File: config.mk
export PLATFORM = sky130hd
export DESIGN_NAME = sfpp_add_arb
export DESIGN_NICKNAME = d
export VERILOG_FILES = /design/src/rtl/sfpp_add_arb.sv
export SDC_FILE = /design/constraint.sdc
export NUM_CORES = 1
export LEC_CHECK = 0
export BUFFER_PORTS_ARGS = -buffer_cell sky130_fd_sc_hd__buf_2
export CAP_MARGIN = 10
export CORE_ASPECT_RATIO = 0.5
export CORE_MARGIN = 5
export CORE_UTILIZATION = 44
export CTS_CLUSTER_DIAMETER = 30
export DETAILED_ROUTE_END_ITERATION = 8
export HOLD_SLACK_MARGIN = 0.02
export PLACE_DENSITY = 0.8
export SKIP_LAST_GASP = 1
export SYNTH_ARGS = -nofsm -noshare
export SYNTH_HDL_FRONTEND = slang
export SYNTH_SLANG_ARGS = --single-unit
File: constraint.sdc
create_clock -name clk -period 2.04 [get_ports clk]
set_input_delay 0.204 -clock clk [delete_from_list [all_inputs] [get_ports clk]]
set_output_delay 0.204 -clock clk [all_outputs]
set_load 0.1 [all_outputs]
File: src/rtl/sfpp_add_arb.sv
// Two-port round-robin arbiter sharing one combinational FP adder (IDLE/EXEC/RESP).
// Optional macro SFPP_ARB_SUB_EN: op=1 flips the sign of b so the adder subtracts.
module sfpp_add_arb #(
    parameter int CNT_W = 16
) (
    input  logic             clk,
    input  logic             rst,
    input  logic             req0_valid,
    input  logic             req1_valid,
    output logic             req0_ready,
    output logic             req1_ready,
    input  logic [31:0]      req0_a,
    input  logic [31:0]      req0_b,
    input  logic [31:0]      req1_a,
    input  logic [31:0]      req1_b,
    input  logic             req0_op,
    input  logic             req1_op,
    output logic [31:0]      add_n1,
    output logic [31:0]      add_n2,
    input  logic [31:0]      add_n3,
    output logic             resp_valid,
    output logic             resp_id,
    output logic [31:0]      resp_data,
    input  logic             resp_ready,
    output logic             busy,
    output logic [CNT_W-1:0] op_count
);

    typedef enum logic [1:0] {IDLE, EXEC, RESP} state_t;

    state_t            state_reg;
    logic              ptr_reg;
    logic [31:0]       a_reg;
    logic [31:0]       b_reg;
    logic              id_reg;
    logic [31:0]       result_reg;
    logic [CNT_W-1:0]  op_count_reg;

    logic              grant_valid;
    logic              grant_id;
    logic [1:0]        ready_vec;

    // Preferred port wins when valid, otherwise the other port takes the slot.
    assign grant_valid = (state_reg == IDLE) && (req0_valid || req1_valid);
    assign grant_id    = ptr_reg ? req1_valid : !req0_valid;

    genvar gi;
    generate
        for (gi = 0; gi < 2; gi++) begin : g_ready
            assign ready_vec[gi] = grant_valid && (grant_id == 1'(gi));
        end
    endgenerate

    assign req0_ready = ready_vec[0];
    assign req1_ready = ready_vec[1];

`ifdef SFPP_ARB_SUB_EN
    logic op_reg;
    assign add_n2 = {b_reg[31] ^ op_reg, b_reg[30:0]};
`else
    logic unused_op;
    assign unused_op = req0_op ^ req1_op;
    assign add_n2    = b_reg;
`endif

    assign add_n1     = a_reg;
    assign resp_valid = (state_reg == RESP);
    assign resp_id    = id_reg;
    assign resp_data  = result_reg;
    assign busy       = (state_reg != IDLE);
    assign op_count   = op_count_reg;

    always_ff @(posedge clk) begin
        if (rst) begin
            state_reg    <= IDLE;
            ptr_reg      <= 1'b0;
            a_reg        <= '0;
            b_reg        <= '0;
            id_reg       <= 1'b0;
            result_reg   <= '0;
            op_count_reg <= '0;
`ifdef SFPP_ARB_SUB_EN
            op_reg       <= 1'b0;
`endif
        end else begin
            case (state_reg)
                IDLE: begin
                    if (grant_valid) begin
                        a_reg     <= grant_id ? req1_a : req0_a;
                        b_reg     <= grant_id ? req1_b : req0_b;
                        id_reg    <= grant_id;
                        ptr_reg   <= !grant_id;
`ifdef SFPP_ARB_SUB_EN
                        op_reg    <= grant_id ? req1_op : req0_op;
`endif
                        state_reg <= EXEC;
                    end
                end
                EXEC: begin
                    result_reg <= add_n3;
                    state_reg  <= RESP;
                end
                RESP: begin
                    if (resp_ready) begin
                        op_count_reg <= op_count_reg + CNT_W'(1);
                        state_reg    <= IDLE;
                    end
                end
                default: state_reg <= IDLE;
            endcase
        end
    end

endmodule

## After elaboration in Yosys (flattened, before gate mapping)

Cells that the tools add are included.

| word-level totals | value |
|---|---|
| register bits after elaboration | 116 |
| bits of input ports | 167 |
| output and inout bits | 117 |
| logic and storage cells | 30 |

| operators by class | value |
|---|---|
| $add $sub $neg | 1 |
| eq/ne operators | 4 |
| multiplexer cells | 6 |
| bitwise gates (word level) | 1 |
| reduce and logical (&&, ||, !) cells | 11 |

Operators with widths:

| kind | count |
|---|---|
| $mux 32 | 2 |
| $add 16x1->16 const B | 1 |
| $pmux 2 s3 | 1 |
| $reduce_and 2->1 | 3 |
| $mux 2 | 2 |
| $logic_and 1x1->1 | 3 |
| $eq 2x1->1 const B | 1 |
| $eq 2x2->1 const B | 1 |
| $logic_not 1->1 | 2 |
| $logic_not 2->1 | 1 |
| $ne 2x1->1 const B | 1 |
| $ne 2x2->1 const B | 1 |
| $reduce_bool 2->1 | 1 |
| $logic_or 1x1->1 | 1 |
| $mux 1 | 1 |
| $not 1->1 | 1 |

## Logic depth before layout (Yosys ltp)

Gate-level depths: netlist (run 1).

| depth | value |
|---|---|
| depth in word-level cells | 4 |
| depth in mapped cells | 6 |
| depth with buffers taken out | 5 |

## Worst setup path before layout (run 1)

Ideal clock, no wire load.

| path | value |
|---|---|
| path kind | flip-flop to output port |
| start | register state_reg[1] |
| end | output port req0_ready |
| data arrival time | 2323 ps |
| required time | 1836 ps |
| slack | -487 ps |
| stages on the path, launching flop included | 6 |
| buffers on the path | 2 |
| cell sequence | dfxtp_1 > or2_1 > nor2_2 > buf_4 > buf_2 > and2_1 |

| on the way | value |
|---|---|
| cells in the longest elaborated chain, start to end | 3 |

Ends and longest elaborated chain:

| element | RTL line | RTL |
|---|---|---|
| start: declaration | 31 | `state_t state_reg;` |
| start signal: assignment | 75 | `state_reg <= IDLE;` |
| start signal: assignment | 96 | `state_reg <= EXEC;` |
| start signal: assignment | 101 | `state_reg <= RESP;` |
| $logic_not 2->1 | 44 | `assign grant_valid = (state_reg == IDLE) && (req0_valid \|\| req1_valid);` |
| $logic_and 1x1->1 | 44 |  |
| $logic_and 1x1->1 | 50 | `assign ready_vec[gi] = grant_valid && (grant_id == 1'(gi));` |
| end: declaration | 10 | `output logic req0_ready,` |

No other way between the ends.

## Final worst setup path (run 1)

| path | value |
|---|---|
| start | register state_reg[0] |
| end | output port req1_ready |

| on the way | value |
|---|---|
| cells in the longest elaborated chain, start to end | 3 |

Ends and longest elaborated chain:

| element | RTL line | RTL |
|---|---|---|
| $logic_not 2->1 | 44 |  |
| $logic_and 1x1->1 | 44 |  |
| $logic_and 1x1->1 | 50 |  |
| end: declaration | 11 | `output logic req1_ready,` |

No other way between the ends.

==> results of run 1 <==
timing repair:
action                     in CTS  in global routing
resized for setup               5                  0
setup buffers                   0                  2
gates cloned                    0                  1
pin swaps                       0                  1
setup endpoints to repair       1                  2
kinds of logic (layout without fill, tap and decap cells):
family                     after synthesis  after routing  synth area share (%)
and+or+nand+nor                        184            184                  16.7
DFF                                    116            116                  48.0
AOI/OAI and AO/OA                      107            107                  14.7
muxes                                   67             67                  13.9
buffers and inverters                   49            328                  4.79
xor gates and xnor gates                 9              9                  1.63
adders and majority gates                1              1                 0.259
synth_stat cells (all sizes together):
cell	n	area (sq um)
a211oi	64	480
a21bo	1	10.0
a21oi	39	195
a31o	1	8.76
and2	1	6.26
and3	1	6.26
and3b	1	8.76
buf	23	134
clkbuf	19	71.3
dfxtp	116	2320
ha	1	12.5
inv	7	26.3
mux2	2	22.5
mux2i	65	651
nand2	71	267
nand2b	2	12.5
nand3	1	5.00
nand3b	2	15.0
nand4	5	46.3
nand4b	1	8.76
nor2	83	317
nor2b	4	25.0
nor3	5	25.0
nor4	2	27.5
o21ai	1	5.00
o21ba	1	10.0
or2	3	18.8
or3	1	7.51
or4	1	11.3
xnor2	6	52.6
xor2	3	26.3
power breakdown:
group | total (mW) | internal, mW | leakage (nW) | switching, mW
Sequential | 2.59 | 2.49 | 0.963 | 0.106
Clock | 2.75 | 1.82 | 0.266 | 0.927
Combinational | 2.72 | 0.595 | 2.22 | 2.12
Total | 8.06 | 4.90 | 3.45 | 3.16
per-layer routing:
metal,routed length (um),vias up
li1,-,2392
met1,5430,2033
met2,6930,121
met3,722,28
met4,289,0
met5,0,-
layout make-up:
cell class,count,area share [%]
clock inverters,6,1.18
flip-flops and latches,116,33.3
clock buffers,21,6.56
multi-input cells,368,32.9
inverters,7,0.428
repair buffers,294,23.0
well taps,145,2.58
critical path, cell delays in order (launching register included):
cell,delay [ps]
dfxtp_2,340
or2_4,270
or2_4,260
or2_4,260
clkinvlp_4,90
buf_12,170
metrics by stage:
step                setup TNS, ps  total power [mW]
CTS                             0              8.10
floorplan                    -144              4.80
global route                -17.7              8.39
detailed placement              0              5.34
finish                          0              8.06
global placement                0              5.30
worst max-delay path by stage:
stage                            start          to  slack [ps]
after floorplan           state_reg[1]  req0_ready         -60
after global placement    state_reg[1]  req1_ready         270
after detailed placement  state_reg[1]  req1_ready         250
after CTS                 state_reg[1]  req1_ready          20
after global routing      state_reg[0]  req1_ready         -20
final                     state_reg[0]  req1_ready          50
==> impl_metrics.csv, run 1 <==
group,metric,value,unit
placement,gp_congestion,0.849,
global_routing,grt.overflow.total,0,
job,cap_violations,0,
global_routing,grt_usage,19.1,%
synth,ys_ff_latch,116,
cells_and_area,area_delta_synth_final,45.3,%
sta,worst_pin_slew,515,ps
routing,via_per_inst,4.78,
global_routing,grt_pass1_wl,20.8,mm
cells_and_area,final_area,7020,sq um
floorplanning,start_util,44.4,%
clocking,htree_levels,4,
setup_path,rr_startpoint,"ptr_reg",
synth,syn_inst,533,
clocking,cts_tree,"built",
sta,clock.fmax,503,MHz
placement,dpl_cell_area,6430,sq um
cells_and_area,layout-drive-gt1-share,43.1,%
placement,dp_cells,927,
sta,finalCritPeriodShare,97.4,%
setup_path,r2r_setup_slack,320,ps
synth,yosysSeqAreaShare,48.0,%
global_routing,met2_usage,33.9,%
sta,setup_viol,0,
global_routing,first_global_vias,4409,
synth,ys_types,37,
pwr,p_leak,3.45,nW
hold_path,hold_depth,3,
setup_path,crit_type,"flop to output port",
cells_and_area,final_cells,957,
routing,via_count,4574,
synth,syn_avg_cell_area,9.07,sq um
cells_and_area,final_core_util,64.6,%
setup_path,required,1840,ps
setup_path,end_kind,"output port",
global_routing,grt-busiest-layer,"met2",
clocking,cts_buffer_depth,2,
global_routing,grt_max_degree,67,
sta,hold_viol,0,
cells_and_area,multiInputGateArea,2310,sq um
global_routing,grt_use_met1,22.5,%
routing,wl_per_cell,14.0,um
sta,drv_slew,0,
placement,portBuffers,281,
pwr,p_per_area,1150,nW/um^2
setup_path,crit_fanout,7,
sta,max_slew_margin,65.7,%
global_routing,grt_antenna_before_repair,0,
sta,finClkSkew,5.49,ps
floorplanning,fp.dieH,84.1,um
hold_path,min_from,"add_n3[3]",
synth,synth_nets,701,
setup_path,worstRegToRegCells,5,
cells_and_area,mostFrequentLayoutCell,"buf_2",
sta,rsz0062_at_grt,"true",
routing,dr.first_iter.drc_count,190,
cells_and_area,nNetsFinal,972,
clocking,cts_buffers,17,
routing,postRouteAntennaNets,0,
placement,hpwlAfterDp,10.2,mm
clocking,clk_latency,380,ps
global_routing,grt_util_met3,4.61,%
clocking,cts_hold_buf,0,
cells_and_area,final_cell_mix,"buf_2 (278), dfxtp_1 (102), nor2_1 (81)",
routing,dr.pass1.iters,5,
floorplanning,rows,27,
placement,dpl_worst_slack,251,ps
floorplanning,die-area,13300,sq um
clocking,clock_tree.root_cell,"clkbuf_16",
floorplanning,core_area,10900,sq um
routing,drc,0,
clocking,clkTransAtPathRegs,50,ps
setup_path,cp.arrival,1780,ps
floorplanning,ios,284,
routing,wl,13.4,mm
synth,synth_area,4830,sq um
pwr,irDropWorstVdd,587,uV
setup_path,crit_path_start_kind,"flop",
cells_and_area,seq_area,2340,sq um
outcome,status,"finished, final reports clean",
floorplanning,die_x,158,um
hold_path,hp-class,"input pin to flop",
cells_and_area,fillerInstances,904,
synth,yosys_warnings,0,
hold_path,holdPathEnd,"resp_data[3]",
cells_and_area,n_antenna_cell,0,
clocking,clock_sinks,116,
setup_path,timing.rr.end,"add_n1[18]",
sta,worst_slack,53.6,ps
sta,holdWs,54.1,ps
sta,layout_min_cycle_time,1990,ps
(Power assumes the default switching activity.)
==> run 2, diff against run 1 <==
- ABC_CLOCK_PERIOD_IN_PS: unset -> 2400
- CORE_UTILIZATION: 44 -> 47
- PLACE_DENSITY: 0.8 -> 0.89
- clock period: 2.04 -> 2.4 ns (I/O delays scaled with it)
==> run 2 against run 1 <==
Routed wire length grew 3.4%. Total power shrank 11%. Critical path depth is the same. Count of clock-buffer cells in the layout shrank 2. Setup slack gained 77 ps. Critical path type unchanged. Largest power group unchanged. Highest routed layer unchanged.
==> impl_metrics.csv, run 2 (synthesis results as in run 1) <==
group,metric,value,unit
outcome,status,"finished, final reports clean",
setup_path,cp.arrival,2030,ps
routing,top_layer,"met4",
routing,postRouteAntennaNets,0,
floorplanning,rows,26,
routing,dr.pass1.iters,4,
setup_path,crit_type,"flop to output port",
clocking,clk_latency,400,ps
global_routing,grt_pass1_wl,21.1,mm
global_routing,grt_max_degree,68,
global_routing,grt_usage,20.8,%
floorplanning,fp.dieH,81.7,um
sta,worst_slack,131,ps
setup_path,path_buf_inv,2,
sta,hold_viol,0,
cells_and_area,fillerInstances,818,
sta,setup_viol,0,
placement,dp_cells,923,
cells_and_area,area_delta_synth_final,45.0,%
floorplanning,die_x,153,um
setup_path,r2r_setup_slack,630,ps
sta,max_slew_margin,62.0,%
clocking,clkTransAtPathRegs,60,ps
routing,met1_length,5.49,mm
setup_path,crit_chain,"or2_1 > or2_2 > or2_1 > clkinvlp_4 > buf_4",
setup_path,worstRegToRegCells,5,
routing,via_per_inst,4.90,
sta,layout_min_cycle_time,2270,ps
clocking,cts_buffers,17,
cells_and_area,final_cells,955,
routing,dr.first_iter.drc_count,174,
setup_path,crit_fanout,7,
clocking,cts_tree,"built",
clocking,clock_tree.root_cell,"clkbuf_16",
cells_and_area,layout-drive-gt1-share,41.3,%
setup_path,rr_startpoint,"ptr_reg",
pwr,irDropWorstVdd,687,uV
sta,clock.fmax,441,MHz
routing,via_count,4678,
setup_path,crit_path_start_kind,"flop",
setup_path,path_depth,5,
clocking,htree_levels,4,
sta,drv_slew,0,
placement,gp_congestion,0.823,
setup_path,cp_common_cell,"or2_1",
pwr,p_leak,3.45,nW
setup_path,endpoint,"req1_ready",
floorplanning,ios,284,
global_routing,first_global_vias,4515,
pwr,p_per_area,1030,nW/um^2
clocking,cts_hold_buf,0,
cells_and_area,n_antenna_cell,0,
cells_and_area,final_core_util,69.3,%
routing,wl_met3,719,um
job,cap_violations,0,
sta,finalCritPeriodShare,94.6,%
setup_path,crit_start,"state_reg[1]",
clocking,clock_sinks,116,
global_routing,grt_antenna_before_repair,0,
floorplanning,core_area,10100,sq um
floorplanning,start_util,47.8,%
cells_and_area,nNetsFinal,970,
floorplanning,die-area,12500,sq um
setup_path,end_kind,"output port",
sta,tns,0,ps
setup_path,required,2160,ps
setup_path,crit_family,"simple AND/OR/NAND/NOR gates",
hold_path,hp-class,"input pin to flop",
cells_and_area,final_cell_mix,"buf_2 (278), dfxtp_1 (116), nor2_1 (81)",
clocking,cts_buffer_depth,2,
routing,dr_wl_met2,7.32,mm
routing,drc,0,
sta,finClkSkew,9.62,ps
sta,rsz0062_at_grt,"false",
routing,wl,13.8,mm
cells_and_area,mostFrequentLayoutCell,"buf_2",
setup_path,critical-path-max-stage-delay,350,ps
placement,portBuffers,281,
setup_path,timing.rr.end,"add_n2[27]",
global_routing,grt.overflow.total,0,
sta,holdWs,75.7,ps
setup_path,slowest_stage,"dfxtp_1",
routing,wl_per_cell,14.5,um
sta,worst_pin_slew,571,ps
placement,hpwlAfterDp,10.5,mm
placement,dpl_worst_slack,383,ps
run 2: changes by cell type in the layout (fill, tap and decap cells not counted), moves of 2 or more:
cell and change:
dfxtp_1 +14, buf_4 +3, or2_4 -3, buf_12 -4, dfxtp_2 -14, or2_1 +2, bufinv_16 +3, clkinvlp_4 +2
run 2: tightest hold or removal path: stages:
cell and delay (ps):
buf_2 90, nand2_1 40, a21oi_1 50
run 2: where the power goes:
group | switching (mW) | leakage [nW] | internal, mW
sequential | 0.0925 | 0.956 | 2.11
combinational | 1.80 | 2.19 | 0.469
clock | 0.868 | 0.309 | 1.87
run 2: repair_timing:
item                                   CTS  global route
buffers inserted                         0             0
gates resized for setup                  1             0
setup endpoints to repair                1             0
endpoints found under the hold margin    0             0
run 2: layout make-up:
class	instances	area (sq um)	area share [%]
flip-flops and latches	116	2320	33.1
multi-input cells	368	2300	32.8
repair buffers	292	1530	21.9
clock buffers	19	443	6.32
clock inverters	13	205	2.93
well taps	140	175	2.50
inverters	7	30.0	0.428
run 2: worst min-delay path by stage:
stage,startpoint,endpoint,depth (start not counted)
6_report,add_n3[1],resp_data[1],3
3_5_place_dp,resp_data[4],resp_data[4],2
2_1_floorplan,add_n3[0],resp_data[0],2
4_1_cts,add_n3[1],resp_data[1],3
3_3_place_gp,resp_data[22],resp_data[22],2
5_1_grt,add_n3[9],resp_data[9],3
run 2: layer usage:
metal  up-vias  global-route usage (%)
li1       2396                       -
met1      2113                    23.0
met2       140                    38.8
met3        29                    5.26
met4         0                    8.99
met5         -                       0
run 2: stage by stage:
step / total power, mW / area [sq um]
after floorplan: 4.08 / 4840
after global placement: 4.48 / 6360
after detailed placement: 4.52 / 6360
after CTS: 7.27 / 7010
after global routing: 7.48 / 7010
final: 7.21 / 7010
